File: config.mk
export PLATFORM = sky130hd
export DESIGN_NAME = countdown_timer
export DESIGN_NICKNAME = d
export VERILOG_FILES = /design/src/rtl/countdown_pkg.sv /design/src/rtl/mod_down_counter.sv /design/src/rtl/countdown_timer.sv
export SDC_FILE = /design/constraint.sdc
export NUM_CORES = 1
export LEC_CHECK = 0
export ABC_AREA = 1
export CAP_MARGIN = 10
export CORE_UTILIZATION = 46
export DETAILED_ROUTE_END_ITERATION = 6
export GPL_ROUTABILITY_DRIVEN = 0
export GPL_TIMING_DRIVEN = 0
export MAX_ROUTING_LAYER = met4
export PLACE_DENSITY = 0.79
export SYNTH_ARGS = -nofsm -noshare
export SYNTH_HDL_FRONTEND = slang
export SYNTH_SLANG_ARGS = --single-unit
export TNS_END_PERCENT = 1
File: constraint.sdc
create_clock -name clk -period 1.5 [get_ports clk]
set_input_delay 0.3 -clock clk [delete_from_list [all_inputs] [get_ports clk]]
set_output_delay 0.3 -clock clk [all_outputs]
set_load 0.02 [all_outputs]
File: src/rtl/countdown_pkg.sv
// Shared types and constants for the MM:SS countdown timer.
// Imported by the field counter and the timer top.
package countdown_pkg;

    localparam int CD_W       = 6;
    localparam int CD_MAX_VAL = 59;

    typedef enum logic [1:0] {
        IDLE   = 2'd0,
        RUN    = 2'd1,
        PAUSED = 2'd2,
        DONE   = 2'd3
    } cd_state_t;

    // Saturate an out-of-range preset to the field maximum.
    function automatic logic [CD_W-1:0] cd_clamp(
        input logic [CD_W-1:0] v,
        input logic [CD_W-1:0] mx
    );
        return (v > mx) ? mx : v;
    endfunction

endpackage

File: src/rtl/mod_down_counter.sv
// One MM or SS field: loadable modulo-(MAX_VAL+1) down-counter.
// borrow flags the cycle in which an enabled count wraps from 0.
module mod_down_counter
    import countdown_pkg::*;
#(
    parameter int MAX_VAL = CD_MAX_VAL
) (
    input  logic            clk,
    input  logic            reset,
    input  logic            en,
    input  logic            load,
    input  logic [CD_W-1:0] d,
    output logic [CD_W-1:0] q,
    output logic            zero,
    output logic            borrow
);

    localparam logic [CD_W-1:0] MAXV = CD_W'(MAX_VAL);

    // Field register: reset, then load (clamped), then decrement with wrap.
    always_ff @(posedge clk) begin
        if (reset) begin
            q <= '0;
        end else if (load) begin
            q <= cd_clamp(d, MAXV);
        end else if (en) begin
            q <= (q == '0) ? MAXV : q - CD_W'(1);
        end
    end

    assign zero   = (q == '0);
    assign borrow = en & zero;

endmodule

File: src/rtl/countdown_timer.sv
// Loadable MM:SS countdown timer with start/pause/resume and expiry.
// Seconds borrow drives the minutes field; the FSM lives here.
module countdown_timer
    import countdown_pkg::*;
#(
    parameter int MAX_VAL = CD_MAX_VAL
) (
    input  logic            clk,
    input  logic            reset,
    input  logic            tick,
    input  logic            load,
    input  logic [CD_W-1:0] load_min,
    input  logic [CD_W-1:0] load_sec,
    input  logic            start,
    input  logic            pause,
    output logic [CD_W-1:0] min,
    output logic [CD_W-1:0] sec,
    output logic            running,
    output logic            expired,
    output logic            done
);

    cd_state_t state_q, state_d;
    logic      done_q, done_d;
    logic      sec_en, sec_zero, sec_borrow;
    logic      min_zero, min_borrow;
    logic      cnt_zero, last_tick;

    // Count only in RUN; load has priority over tick.
    assign sec_en    = (state_q == RUN) & tick & ~load;
    assign cnt_zero  = sec_zero & min_zero;
    assign last_tick = sec_en & min_zero & (sec == CD_W'(1));

    mod_down_counter #(.MAX_VAL(MAX_VAL)) u_sec (
        .clk    (clk),
        .reset  (reset),
        .en     (sec_en),
        .load   (load),
        .d      (load_sec),
        .q      (sec),
        .zero   (sec_zero),
        .borrow (sec_borrow)
    );

    mod_down_counter #(.MAX_VAL(MAX_VAL)) u_min (
        .clk    (clk),
        .reset  (reset),
        .en     (sec_borrow),
        .load   (load),
        .d      (load_min),
        .q      (min),
        .zero   (min_zero),
        .borrow (min_borrow)
    );

    // State and done-pulse registers.
    always_ff @(posedge clk) begin
        if (reset) begin
            state_q <= IDLE;
            done_q  <= 1'b0;
        end else begin
            state_q <= state_d;
            done_q  <= done_d;
        end
    end

    // Next-state: load first, then per-state start/pause/tick handling.
    always_comb begin
        state_d = state_q;
        done_d  = 1'b0;
        if (load) begin
            state_d = IDLE;
        end else begin
            unique case (state_q)
                IDLE, PAUSED: begin
                    if (start) begin
                        if (cnt_zero) begin
                            state_d = DONE;
                            done_d  = 1'b1;
                        end else begin
                            state_d = RUN;
                        end
                    end
                end
                RUN: begin
                    if (last_tick) begin
                        state_d = DONE;
                        done_d  = 1'b1;
                    end else if (pause) begin
                        state_d = PAUSED;
                    end
                end
                DONE: begin
                    state_d = DONE;
                end
                default: begin
                    state_d = IDLE;
                end
            endcase
        end
    end

    assign running = (state_q == RUN);
    assign expired = (state_q == DONE);
    assign done    = done_q;

endmodule

=== After elaboration in Yosys (flattened, before gate mapping) ===
Index checks and enable logic that the tools add are counted.
Widths: inputs -> output; s select.

* Bits in registers: 15
* Logic and storage cells: 46

* Add/sub/neg operators: 2
* Magnitude comparators: 2
* Equal/unequal tests: 6
* Muxes and demuxes: 17
* Bitwise logic cells: 7
* Reductions and logical operators: 8

{| class="wikitable"
|+ Operators with widths
! cell !! number
|-
| $mux 6 || 8
|-
| $gt 6x6->1 const B || 2
|-
| $logic_not 6->1 || 2
|-
| $sub 6x1->6 const B || 2
|-
| $mux 2 || 4
|-
| $and 1x1->1 || 6
|-
| $eq 6x1->1 const B || 1
|-
| $pmux 2 s3 || 1
|-
| $eq 2x2->1 const B || 2
|-
| $reduce_bool 2->1 || 2
|-
| $reduce_or 2->1 || 2
|-
| $mux 1 || 3
|-
| $ne 3x2->1 const B || 1
|-
| $eq 2x1->1 const B || 1
|-
| $logic_not 2->1 || 1
|-
| $ne 2x2->1 const B || 1
|-
| $pmux 1 s2 || 1
|-
| $reduce_and 2->1 || 1
|-
| $not 1->1 || 1
|}

=== Longest topological paths before layout ===
Gate-level depths: netlist (run 1).

* Depth after elaboration: 7
* Mapped depth: 8

=== Modules after synthesis ===
A second synthesis (run 1) with hierarchy kept.

* Cells, all modules: 173
* Area, all modules: 1073.5 µm²

{| class="wikitable"
|+ Modules (own cells, without submodules)
! module !! times used !! cells an instance !! area an instance (µm²)
|-
| mod_down_counter || 2 || 69 || 430.4
|-
| countdown_timer || 1 || 35 || 212.7
|}

=== Least setup slack after synthesis (run 1) ===
No wires, ideal clock.

* Path type: flip-flop to flip-flop
* Start: reg u_sec.q[0]
* End: reg u_min.q[2]
* Data arrival time: 1333 ps
* Required time: 1384 ps
* Setup slack: 51 ps
* Cell stages (with the launch flop): 9
* Buffers on the path: 0
* Period minus slack after synthesis: 1449 ps
* Cell sequence: dfxtp_1 -> inv_1 -> ha_1 -> nand3_4 -> nand2_4 -> nand2_4 -> inv_4 -> o21ai_0 -> nor2_1

* Word-level cells in the longest chain between the ends: 3

{| class="wikitable"
|+ Ends and longest elaborated chain
! item !! line !! text
|-
| start, declared || mod_down_counter.sv:13 || <nowiki>output logic [CD_W-1:0] q,</nowiki>
|-
| start signal, assigned || mod_down_counter.sv:25 || <nowiki>q <= cd_clamp(d, MAXV);</nowiki>
|-
| start signal, assigned || mod_down_counter.sv:27 || <nowiki>q <= (q == '0) ? MAXV : q - CD_W'(1);</nowiki>
|-
| $logic_not 6->1 || mod_down_counter.sv:31 || <nowiki>assign zero = (q == '0);</nowiki>
|-
| $and 1x1->1 || mod_down_counter.sv:32 || <nowiki>assign borrow = en & zero;</nowiki>
|-
| $reduce_bool 2->1 (no line) || n/a ||
|-
| end signal, assigned || mod_down_counter.sv:25 ||
|-
| end signal, assigned || mod_down_counter.sv:27 ||
|-
| end, declared || mod_down_counter.sv:13 ||
|}

Every way passes these cells.
A chain may end at the register's enable or synchronous reset.

=== Worst setup path in the final report (run 1) ===
* Start: reg u_sec.q[2]
* End: out sec[2]

{| class="wikitable"
|+ RTL lines
! item !! line !! text
|-
| end, declared || countdown_timer.sv:17 || <nowiki>output logic [CD_W-1:0] sec,</nowiki>
|}

No word-level cell between the ends.

==> results.json, run 1 <==
{
  "status": "finished clean",
  "ys_warn_count": 0,
  "top_usage_layer": "met2",
  "path_clk_slew_ns": 0.10,
  "clk_path_buf_depth": 2,
  "grt_pass1_vias": 1093,
  "cts_root_buf": "clkbuf_4",
  "endpoint_kind": "output port",
  "ir_worst_vdd_v": 0.000591,
  "max-cap-violations": 0,
  "slowest_delay_ns": 0.49,
  "cp.required_ns": 1.20,
  "yosysSeqAreaShare_pct": 27.5,
  "synth_fa_ha_area_share_pct": 5.73,
  "synth_top_area_share_pct": 27.5,
  "diodes": 0,
  "finalSetupViolCount": 0,
  "ys_seq_elements": 15,
  "power.density_nw_per_um2": 797,
  "drc": 0,
  "port_buffers": 31,
  "crit_chain": "dlygate4sd2_1",
  "p_leak_nw": 0.733,
  "fmaxAchievable_mhz": 688,
  "ant_nets": 0,
  "grt_pass1_wl_um": 4580,
  "design_area_um2": 1450,
  "cts_htree_levels": 1,
  "use_met3_pct": 6.36,
  "synth.most_common_cell": "nand2_1",
  "place_inst": 226,
  "synth_area_um2": 1090,
  "clock_latency_ns": 0.29,
  "cp_max_fo": 5,
  "met1_usage_pct": 28.5,
  "hpwl_um": 2070,
  "period_minus_slack_ns": 1.45,
  "postSynthCellCount": 167,
  "drtPass1Iterations": 4,
  "tritoncts": "yes",
  "synth.distinct_cells": 26,
  "finalCritPeriodShare_pct": 96.9,
  "slew_headroom_pct": 68.7,
  "cp_num_buf_inv": 1,
  "synth_top_area_cell": "dfxtp_1",
  "core.rowCount": 17,
  "setup_slack_ns": 0.0462,
  "fp.dieH_um": 50.7,
  "hp-class": "in2reg",
  "final_cells": 230,
  "cts.sinks": 15,
  "globalRouteTotalUtil_pct": 24.2,
  "yosys-mux-area-fraction_pct": 0,
  "dr.first_iter.drc_count": 19,
  "avgSynthCellArea_um2": 6.53,
  "ys_async_sr_fraction_pct": 0,
  "synth_edf_count": 0,
  "vias_per_cell": 5.05,
  "finalHoldViolCount": 0,
  "layout-drive-gt1-share_pct": 12.4,
  "cts_setup_buffers": 0,
  "place_area_um2": 1440,
  "skew_ns": 0.00852,
  "yosys-top-cells-area": "dfxtp_1 (28%), nand2_1 (16%), inv_1 (7.9%)",
  "synth_xor_area_share_pct": 2.41,
  "critPathSlowestCell": "dfxtp_1",
  "cts_buffers": 3,
  "ios": 33,
  "layout.nets": 226,
  "critPathTopFamily": "flip-flops",
  "die_w_um": 50.7,
  "synth_top_family_by_area": "simple AND/OR/NAND/NOR gates",
  "dp_slack_ns": -0.0945,
  "routed_wl_um": 2680,
  "routedWlPerCell_um": 11.7,
  "antenna_found_initial": 0,
  "arrival_ns": 1.15,
  "area.growth.synth_to_final_pct": 32.6,
  "start_kind": "register",
  "use_met2_pct": 42.4,
  "synthesis.nets": 190,
  "design.die.area_um2": 2570,
  "synthTopCellsByCount": "nand2_1 (46), inv_1 (23), dfxtp_1 (15), nor2_1 (15), nand3_1 (14)",
  "gr-total-overflow": 0,
  "yosys.area_share.simple_pct": 41.5,
  "grt_start_max_net_pins": 11,
  "worst_slew_pin_slew_ns": 0.469,
  "via_count": 1162,
  "holdBufCountCts": 0,
  "ys.flop_type": "dfxtp_1",
  "slew_violations": 0,
  "initial_core_util_pct": 48.9,
  "fp.coreArea_um2": 2230,
  "synth_compound_area_share_pct": 12.8,
  "rsz0062_at_grt": "true",
  "setup.worst_path.class": "reg2out",
  "r2r_slack_ns": 0.10
}
==> final timing paths <==
check,startpoint,endpoint,cells after the start
setup / recovery,u_sec.q[2]$_SDFFE_PP0P_,sec[2],1
hold / removal,reset,u_min.q[1]$_SDFFE_PP0P_,2
setup reg to reg,u_sec.q[0]$_SDFFE_PP0P_,u_min.q[2]$_SDFFE_PP0P_,8
hold reg to reg,u_min.q[1]$_SDFFE_PP0P_,u_min.q[1]$_SDFFE_PP0P_,2
==> area by class of cell <==
type,instances,area (um2)
well taps,28,35.0
inverters,24,92.6
repair buffers,31,292
plain buffers,3,16.3
multi-input cells,125,682
fillers,217,787
flip-flops and latches,15,303
clock buffers,4,26.3
==> flip-flops by register name, summed over array words and instances, names as in the netlist <==
name     flops
done         1
u_min.q      6
u_sec.q      6
state_q      2
==> cells in the final DEF, fill, tap and decap left out, drive strengths merged <==
cell	Yosys	layout
xnor2	1	1
nor2	21	21
or2	1	1
nand2	49	49
nand4	3	3
clkbuf	1	6
xor2	2	2
dlymetal6s2s	0	1
a31oi	3	3
a21boi	1	1
dfxtp	15	15
nand3	18	18
ha	5	5
o22ai	1	1
dlygate4sd2	0	13
a21oi	10	10
o21ai	10	10
inv	24	24
clkdlybuf4s50	0	16
buf	2	2
==> through the flow <==
stage          power [mW]  utilization, %  hold slack [ns]  setup TNS (ns)
6_report             1.15            64.8            0.415               0
5_1_grt              1.23            64.8            0.430         -0.0233
4_1_cts              1.16            64.7            0.418               0
3_5_place_dp        0.943            64.3            0.507          -0.380
3_3_place_gp        0.930            64.3            0.506          -0.319
2_1_floorplan       0.776               -            0.469               0
==> per-layer routing <==
metal | share of wire [%] | up-vias
met5 | 0 | -
met4 | 0.48 | 0
met3 | 4.1 | 2
met2 | 49 | 31
met1 | 46 | 518
li1 | - | 611
==> logic make-up (layout without fill, tap and decap cells) <==
logic type | count (synthesis) | count (layout)
buffers and inverters | 27 | 62
adder cells (fa/ha/maj) | 5 | 5
XOR/XNOR | 3 | 3
flip-flops | 15 | 15
AO/OA/AOI/OAI | 25 | 25
AND/OR/NAND/NOR | 92 | 92
==> report_power, final <==
part / leakage (nW) / switching [mW] / total (mW) / internal (mW)
combinational: 0.593 / 0.258 / 0.441 / 0.183
clock: 0.0150 / 0.134 / 0.238 / 0.103
sequential: 0.124 / 0.0421 / 0.474 / 0.432
total: 0.733 / 0.434 / 1.15 / 0.718
==> what timing repair did <==
| action | 4_1_cts | 5_1_grt |
|---|---|---|
| pin swaps | 0 | 0 |
| hold endpoints to repair | 0 | 0 |
| resized for setup | 14 | 5 |
| setup endpoints to repair | 14 | 7 |
(Power assumes the default switching activity.)
==> run 2, diff against run 1 <==
--- a/config.mk
+++ b/config.mk
@@ -5,14 +5,13 @@
 export SDC_FILE = /design/constraint.sdc
 export NUM_CORES = 1
 export LEC_CHECK = 0
-export ABC_AREA = 1
 export CAP_MARGIN = 10
-export CORE_UTILIZATION = 46
+export CORE_UTILIZATION = 45
 export DETAILED_ROUTE_END_ITERATION = 6
 export GPL_ROUTABILITY_DRIVEN = 0
 export GPL_TIMING_DRIVEN = 0
 export MAX_ROUTING_LAYER = met4
-export PLACE_DENSITY = 0.79
+export PLACE_DENSITY = 0.78
 export SYNTH_ARGS = -nofsm -noshare
 export SYNTH_HDL_FRONTEND = slang
 export SYNTH_SLANG_ARGS = --single-unit
==> results.json, run 2 <==
{
  "setup_slack_ns": -0.163,
  "tritoncts": "yes",
  "grt_start_max_net_pins": 11,
  "critPathSlowestCell": "a2111oi_1",
  "cp_max_fo": 8,
  "synthTopCellsByCount": "nor2_1 (16), dfxtp_1 (15), inv_1 (10), nand3_1 (10), o21ai_0 (8)",
  "via_count": 1183,
  "port_buffers": 31,
  "hp-class": "in2reg",
  "start_kind": "register",
  "min_to": "u_sec.q[2]$_SDFFE_PP0P_",
  "finalCritPeriodShare_pct": 111,
  "holdBufCountCts": 0,
  "globalRouteTotalUtil_pct": 26.5,
  "finalSetupViolCount": 5,
  "rsz0062_at_grt": "true",
  "skew_ns": 0.00452,
  "p_clk_share_pct": 22.1,
  "yosys-top-cells-area": "dfxtp_1 (30%), ha_1 (6.2%), nor2_1 (5.9%)",
  "cts_buffers": 3,
  "p_sw_uw": 379,
  "status": "finished, violations left",
  "fp.coreArea_um2": 2040,
  "cts.sinks": 15,
  "fmaxAchievable_mhz": 601,
  "arrival_ns": 1.81,
  "wl_met3_um": 209,
  "die_w_um": 49.4,
  "r2r-end": "u_min.q[3]$_SDFFE_PP0P_",
  "ant_nets": 0,
  "path_clk_slew_ns": 0.09,
  "p_leak_nw": 0.643,
  "area.growth.synth_to_final_pct": 47.6,
  "ir_worst_vdd_v": 0.000572,
  "critPathTopFamily": "compound AO/OA/AOI/OAI gates",
  "dr.first_iter.drc_count": 57,
  "holdPathStages": 2,
  "setup.worst_path.class": "reg2reg",
  "min_from": "reset",
  "r2r_slack_ns": -0.16,
  "postSynthCellCount": 127,
  "synth_area_um2": 1010,
  "slew_violations": 0,
  "power.density_nw_per_um2": 733,
  "dp_slack_ns": -0.400,
  "ys_seq_elements": 15,
  "drc": 0,
  "synth_top_area_share_pct": 29.7,
  "routedWlPerCell_um": 15.6,
  "r2r_start": "u_sec.q[1]$_SDFFE_PP0P_",
  "seqPwrFrac_pct": 43.8,
  "finalPower_mw": 1.10,
  "grt_pass1_wl_um": 4830,
  "drtPass1Iterations": 4,
  "grt_pass1_vias": 1109,
  "p_comb_share_pct": 34.1,
  "clock_latency_ns": 0.29,
  "ys.flop_type": "dfxtp_1",
  "wl_met1_um": 1310,
  "layout.nets": 191,
  "cts_htree_levels": 1,
  "fp.dieH_um": 49.4,
  "avgSynthCellArea_um2": 7.97,
  "ys_warn_count": 0,
  "dr.max_layer_used": "met4",
  "antenna_found_initial": 0,
  "worst_slew_pin_slew_ns": 0.449,
  "cts_root_buf": "clkbuf_4",
  "internal_power_uw": 717,
  "synth.most_common_cell": "nor2_1",
  "cp_num_buf_inv": 2,
  "initial_core_util_pct": 49.6,
  "yosysSeqAreaShare_pct": 29.7,
  "cp.required_ns": 1.64,
  "ys_async_sr_fraction_pct": 0,
  "crit_chain": "inv_4 -> ha_4 -> and2_4 -> nand4_1 -> buf_4 -> o22ai_1 -> a2111oi_1",
  "ios": 33,
  "synth_edf_count": 0,
  "hpwl_um": 2220,
  "diodes": 0,
  "design.die.area_um2": 2440,
  "synth_top_area_cell": "dfxtp_1",
  "core.rowCount": 16,
  "routed_wl_um": 3040,
  "finalHoldViolCount": 0,
  "reg2regPathDepth": 7,
  "period_minus_slack_ns": 1.66,
  "max-cap-violations": 0,
  "endpoint_kind": "register",
  "reg.largest.list": "u_min.q (6), u_sec.q (6), state_q (2)",
  "clk_path_buf_depth": 2,
  "switching_share_pct": 34.6,
  "gr-total-overflow": 0,
  "slew_headroom_pct": 70.1,
  "synth.distinct_cells": 43,
  "mostFrequentLayoutCells": "nor2_1 (16), clkdlybuf4s50_1 (16), dlygate4sd2_1 (13)",
  "layout-drive-gt1-share_pct": 25.1,
  "synthesis.nets": 150,
  "violations": "setup timing",
  "slowest_delay_ns": 0.40,
  "vias_per_cell": 6.10,
  "wl_met2_um": 1460
}
-- run 2: changes by cell type after synthesis, moves of 3 or more --
cell / before / now
nand2_1: 46 / 6
nand2_4: 3 / 0
nor3_1: 0 / 4
a211oi_1: 0 / 3
inv_1: 23 / 10
nor2_2: 4 / 0
nand3_1: 14 / 10
nand3_2: 3 / 0
-- run 2: per-stage QoR --
stage | setup TNS (ns) | cells | utilization, % | hold WS [ns] | cell area (um2)
finish | -0.284 | 194 | 73.2 | 0.452 | 1490
global route | -0.917 | 194 | 73.2 | 0.477 | 1490
CTS | -0.629 | 189 | 70.1 | 0.454 | 1430
detailed placement | -3.45 | 185 | 68.3 | 0.505 | 1390
global placement | -3.23 | 185 | 68.3 | 0.503 | 1390
floorplan | -0.0739 | 127 | - | 0.409 | 1050
-- run 2: logic make-up (layout without fill, tap and decap cells) --
logic type | after synthesis | count (layout) | share of synthesized area, %
buf+inv | 12 | 52 | 4.45
mux | 2 | 2 | 1.98
fa+ha+maj | 5 | 5 | 6.18
flops | 15 | 15 | 29.7
simple gates | 57 | 57 | 32.4
compound gates | 36 | 36 | 25.3
-- run 2: what timing repair did --
item | 4_1_cts | 5_1_grt
setup buffers | 0 | 5
setup endpoints to repair | 24 | 15
pin swaps | 4 | 2
gates resized for setup | 29 | 12
-- run 2: cell type report --
class / instances / area [um2]
clock buffers: 4 / 26.3
inverters: 10 / 42.5
multi-input cells: 100 / 728
fillers: 177 / 548
flip-flops and latches: 15 / 319
well taps: 27 / 33.8
plain buffers: 2 / 8.76
repair buffers: 36 / 335
-- run 2: worst reg2reg max path, cell delays in order (launching register included) --
cell and delay [ns]:
dfxtp_4 0.39, inv_4 0.05, ha_4 0.18, and2_4 0.16
nand4_1 0.12, buf_4 0.15, o22ai_1 0.07, a2111oi_1 0.40
-- run 2: worst max path at each step --
stage                                  from                 endpoint  depth (start not counted)
finish              u_sec.q[1]$_SDFFE_PP0P_  u_min.q[3]$_SDFFE_PP0P_                          7
global route        u_min.q[0]$_SDFFE_PP0P_  u_min.q[3]$_SDFFE_PP0P_                          6
detailed placement                     tick  u_min.q[4]$_SDFFE_PP0P_                          5
floorplan           u_sec.q[1]$_SDFFE_PP0P_  u_min.q[4]$_SDFFE_PP0P_                          6
CTS                 u_sec.q[5]$_SDFFE_PP0P_  u_min.q[1]$_SDFFE_PP0P_                          4
global placement                       load  u_sec.q[0]$_SDFFE_PP0P_                          4
-- run 2: routing by layer --
metal | GRT usage, % | up-vias
met2 | 42.0 | 59
met3 | 3.74 | 8
met4 | 11.9 | 0
met1 | 33.2 | 553
li1 | - | 563
met5 | - | -
-- run 2: power by group through the flow --
stage / sequential, mW / combinational, mW / clock, mW
after floorplan: 0.504 / 0.178 / 0
after global placement: 0.481 / 0.344 / 0
after detailed placement: 0.483 / 0.350 / 0
after CTS: 0.476 / 0.348 / 0.253
after global routing: 0.486 / 0.406 / 0.255
final: 0.480 / 0.374 / 0.242
==> patch 1, RTL diff (flow settings as in run 2) <==
Register the outputs `running` and `expired`, with the module's reset; this adds one clock of latency there. The other outputs are not delayed to match.
--- a/src/rtl/countdown_timer.sv
+++ b/src/rtl/countdown_timer.sv
@@ -100,8 +100,15 @@
         end
     end
 
-    assign running = (state_q == RUN);
-    assign expired = (state_q == DONE);
+    always_ff @(posedge clk) begin
+        if (reset) begin
+            running <= '0;
+            expired <= '0;
+        end else begin
+            running <= (state_q == RUN);
+            expired <= (state_q == DONE);
+        end
+    end
     assign done    = done_q;
 
 endmodule
Behaviour: not the same (a bounded check fails within 4 cycles, from zero or initial values and one cycle with reset high).
==> patch 1 against run 2 <==
- synthesized area rose by 2.7%
- the flow still finishes with violations (setup timing)
- setup slack improved by 0.15 ns
- final cell count fell by 1.0%
- fmax rose by 9.6%
- final area rose by 4.5%
- sequential cell count rose by 2
- routed wire length rose by 3.5%
- combinational power fell by 1%
- power rose by 4.8%
- via count fell by 3.8%
- die area rose by 2.6%
- sequential power rose by 8.7%
- worst hold slack got worse by 0.069 ns
- highest routed layer unchanged
==> patch 1: results (changes against run 2) <==
- Setup TNS: -0.0166 ns (+0.268 ns)
- Met3 GRT Util: 3.40% (-0.34 points)
- Worst path max stage delay: 0.37 ns (-0.03 ns)
- Worst r2r path cells: 5 (-2)
- Hpwl dp: 2090 um (-5.9%)
- Clock slew at reported path FFs: 0.11 ns (+0.02 ns)
- Buffering overhead: 22.9% (-0.12 points)
- Family with the most delay on the worst path: simple AND/OR/NAND/NOR gates
- Net Count, Synth: 148 (-1.3%)
- Nonclk inv count: 7 (-3)
- Placed cell area: 1420 um2 (+1.5%)
- GR Util met2: 41.3% (-0.68 points)
- Non-Filler Instances: 192 (-1.0%)
- Mux cell area share after synthesis: 1.93% (-0.052 points)
- Clk tree area frac: 1.76% (+0.0040 points)
- Critical-path top delay cell: dfxtp_4
- Clock Buffer Count: 3 (-1)
- Library cells used by synthesis: 45 (+4.7%)
- P&R area growth vs syn: 50.2%
- Failing checks: setup timing
- Tmin final: 1.52 ns (-0.146 ns)
- Setup slack after placement: -0.426 ns (-0.0268 ns)
- Multi-In Gates: 96 (-4.0%)
- Layout cells sized above 1: 27.4% (+2.3 points)
- Fillers: 174 (-1.7%)
- Met1 usage: 32.6% (-0.62 points)
- VDD IR-drop max: 0.513 mV (-10%)
- Fraction of area in registers: 23.6% (+2.2 points)
- Final setup violation count: 1 (-4)
- Gr usage total: 27.4% (+0.87 points)
- #FFs+latches synth: 17 (+2)
- Fin worst setup slack: -0.0166 ns (+0.146 ns)
- Arr. time, crit path: 1.75 ns (-0.06 ns)
- Slew headroom: 71.1% (+0.99 points)
- Nonclk buf count: 40 (+5.3%)
- Vias/cell: 5.93 (-2.8%)
- Metal3 WL: 131 um (-37%)
- Register area share after synthesis: 32.7% (+3.1 points)
- DR WL/cell: 16.4 um (+4.6%)
- Clock Skews: 0.00862 ns (+0.00409 ns)
- Status: complete, but fails checks
- Cells after Synth: 125 (-1.6%)
- Fraction of area in multi-input gates: 47.7% (-1.1 points)
- Leak pwr: 0.650 nW (+1.1%)
- Placed instance count: 184 (-0.54%)
[patch 1: changes by cell type in the layout (fill, tap and decap cells not counted), moves of 4 or more]
cell	before	now
a21oi_1	6	10
dfxtp_2	9	4
dfxtp_4	2	6
inv_1	6	2
nand3_1	10	6
nor2_1	16	12
[patch 1: report_power, final]
part	internal (mW)	switching (mW)
registers	0.477	0.0449
clock network	0.0995	0.157
logic	0.179	0.190
[patch 1: path summary, 6_finish.rpt]
check | startpoint | end | slack [ns]
setup / recovery | state_q[1]$_SDFFE_PP0P_ | u_min.q[1]$_SDFFE_PP0P_ | -0.02
hold / removal | reset | running$_SDFF_PP0_ | 0.38
setup reg to reg | state_q[1]$_SDFFE_PP0P_ | u_min.q[1]$_SDFFE_PP0P_ | -0.02
hold reg to reg | u_min.q[0]$_SDFFE_PP0P_ | u_min.q[0]$_SDFFE_PP0P_ | 0.54
==> patch 2, RTL diff (settings of run 2) <==
Without the edit above. Change the package constant `CD_W` from 6 to 4.
--- a/src/rtl/countdown_pkg.sv
+++ b/src/rtl/countdown_pkg.sv
@@ -2,7 +2,7 @@
 // Imported by the field counter and the timer top.
 package countdown_pkg;
 
-    localparam int CD_W       = 6;
+    localparam int CD_W       = 4;
     localparam int CD_MAX_VAL = 59;
 
     typedef enum logic [1:0] {
Ports: changed (resized load_min, load_sec, min and sec); port bits go from 33 to 25. The function was not compared with the original's and may differ.
==> patch 2 against run 2 <==
- the flow still finishes with violations (setup timing)
- utilization down 1.5 points
- combinational power is 37% lower
- sequential power shrank 30%
- global-route usage is 4.0 points lower
- clock skew shrank 0.0016 ns
- count of clock-buffer cells in the layout is the same
- final area down 28%
- synthesized area decreased by 28%
- sequential cell count fell by 4
- routed wire length fell by 39%
- setup slack better by 0.12 ns
- power decreased by 29%
- critical path type unchanged
- largest cell class unchanged
==> patch 2: results (changes against run 2) <==
- Hpwl dp: 1390 um (-38%)
- CTS buffer count: 3 (unchanged)
- Via Count: 804 (-32%)
- Critical-path top delay cell: or3b_4
- Setup TNS: -0.0624 ns (+0.222 ns)
- Net Count, Synth: 106 (-29%)
- WL final: 1840 um (-39%)
- Min-Delay Endpoint: state_q[0]$_SDFFE_PP0P_
- Clk_lat worst skew: 0.27 ns (-0.02 ns)
- VDD IR-drop max: 0.425 mV (-26%)
- Clock Skews: 0.00288 ns (-0.00164 ns)
- Nets@finish: 137 (-28%)
- Fillers: 138 (-22%)
- Cells after Synth: 89 (-30%)
- Synth area leaders: dfxtp_1 (30%), a211oi_1 (7.2%), ha_1 (5.1%)
- Fin worst setup slack: -0.0447 ns (+0.118 ns)
- # diodes: 0 (unchanged)
- Gr usage total: 22.5% (-4.0 points)
- Status: complete, but fails checks
- Synth cell count leaders: dfxtp_1 (11), nor2_1 (9), a211oi_1 (7), a21oi_1 (7), nand2_1 (6)
- Leak pwr: 0.434 nW (-32%)
- Worst Max-Slew Pin Slew: 0.495 ns (+0.0455 ns)
- Synthesis warning total: 0 (unchanged)
- Worst R2R End: u_min.q[2]$_SDFFE_PP0P_
- Final setup violation count: 2 (-3)
- Hold path startpoint: tick
- Placed instance count: 129 (-30%)
- FFs w/ async S/R, synth: 0% (unchanged)
- Register area share after synthesis: 30.2% (+0.52 points)
- Initial antenna violation count: 0 (unchanged)
- Initial DRC count: 23 (-60%)
- Worst r2r path cells: 6 (-1)
- Clock slew at reported path FFs: 0.07 ns (-0.02 ns)
- Critical path fanouts, max: 6 (-2)
- Largest regs: u_min.q (4), u_sec.q (4), state_q (2)
- First-pass GRT wire length: 3050 um (-37%)
- Placed cell area: 1020 um2 (-27%)
- Worst Hold Depth: 3 (+1)
- Vias in the first global route: 741 (-33%)
- Library cells used by synthesis: 37 (-14%)
- Layout cells sized above 1: 24.4% (-0.78 points)
- Critical Path Start Type: flip-flop
- Worst path max stage delay: 0.42 ns (+0.02 ns)
- Vias/cell: 5.96 (-2.3%)
- Pin count of the biggest net entering global routing: 11 (unchanged)
- Worst R2R Start: u_sec.q[0]$_SDFFE_PP0P_
- Port buffer count: 24 (-23%)
- Failing checks: setup timing
-- patch 2: cell count changes after synthesis, sizes merged, moves of 3 or more --
cell / delta
dfxtp: -4
inv: -5
nand3: -7
o21ai: -5
nand4: -3
nor2: -6
a211oi: +4
o221a: -3
-- patch 2: per-stage QoR --
step	hold slack [ns]	worst slack, ns
6_report	0.536	-0.0447
5_1_grt	0.552	-0.0993
4_1_cts	0.548	-0.0702
3_5_place_dp	0.550	-0.402
3_3_place_gp	0.550	-0.418
2_1_floorplan	0.400	-0.0155
-- patch 2: layout make-up --
class                           count  area [um2]  area share (%)
Multi-Input combinational cell     70         520            48.2
Sequential cell                    11         240            22.2
Timing Repair Buffer               26         238            22.0
Clock buffer                        4        26.3            2.43
Inverter                            5        21.3            1.97
Tap cell                           16        20.0            1.85
Buffer                              3        13.8            1.27
-- patch 2: worst max-delay path by stage --
stage	end	slack, ns	cells after the start
floorplan	u_min.q[2]$_SDFFE_PP0P_	-0.02	6
global placement	u_sec.q[0]$_SDFFE_PP0P_	-0.42	5
detailed placement	u_sec.q[0]$_SDFFE_PP0P_	-0.40	5
CTS	u_min.q[2]$_SDFFE_PP0P_	-0.07	6
global route	u_min.q[2]$_SDFFE_PP0P_	-0.1	6
finish	u_min.q[2]$_SDFFE_PP0P_	-0.04	6
-- patch 2: kinds of logic after synthesis --
family	synth area share (%)
simple gates	35.7
compound gates	24.7
flops	30.2
buf+inv	4.29
fa+ha+maj	5.15
-- patch 2: worst max-delay path, delay by kind of cell, from the launching register on --
kind	cells	cell delay (ns)
AO/OA/AOI/OAI	2	0.28
adder cells (fa/ha/maj)	1	0.14
buffers and inverters	1	0.07
flip-flops	1	0.38
AND/OR/NAND/NOR	2	0.57
-- patch 2: power by group --
group          internal, mW  total [mW]  switching, mW
logic                 0.122       0.237          0.115
clock network         0.103       0.207          0.104
registers             0.309       0.338         0.0287
-- patch 2: repair_timing --
item	in CTS	in global routing
endpoints found under the hold margin	0	0
gates resized for setup	18	8
pin swaps	3	8
buffers inserted	0	2
endpoints found under the setup margin	16	8
-- patch 2: routing by layer --
layer	share of wire (%)	wire [um]	global-route usage (%)	up-vias
met3	5.7	104	5.17	4
li1	-	-	-	395
met5	0	0	-	-
met1	44	813	24.1	371
met2	49	894	41.5	34
met4	1.4	26	5.00	0
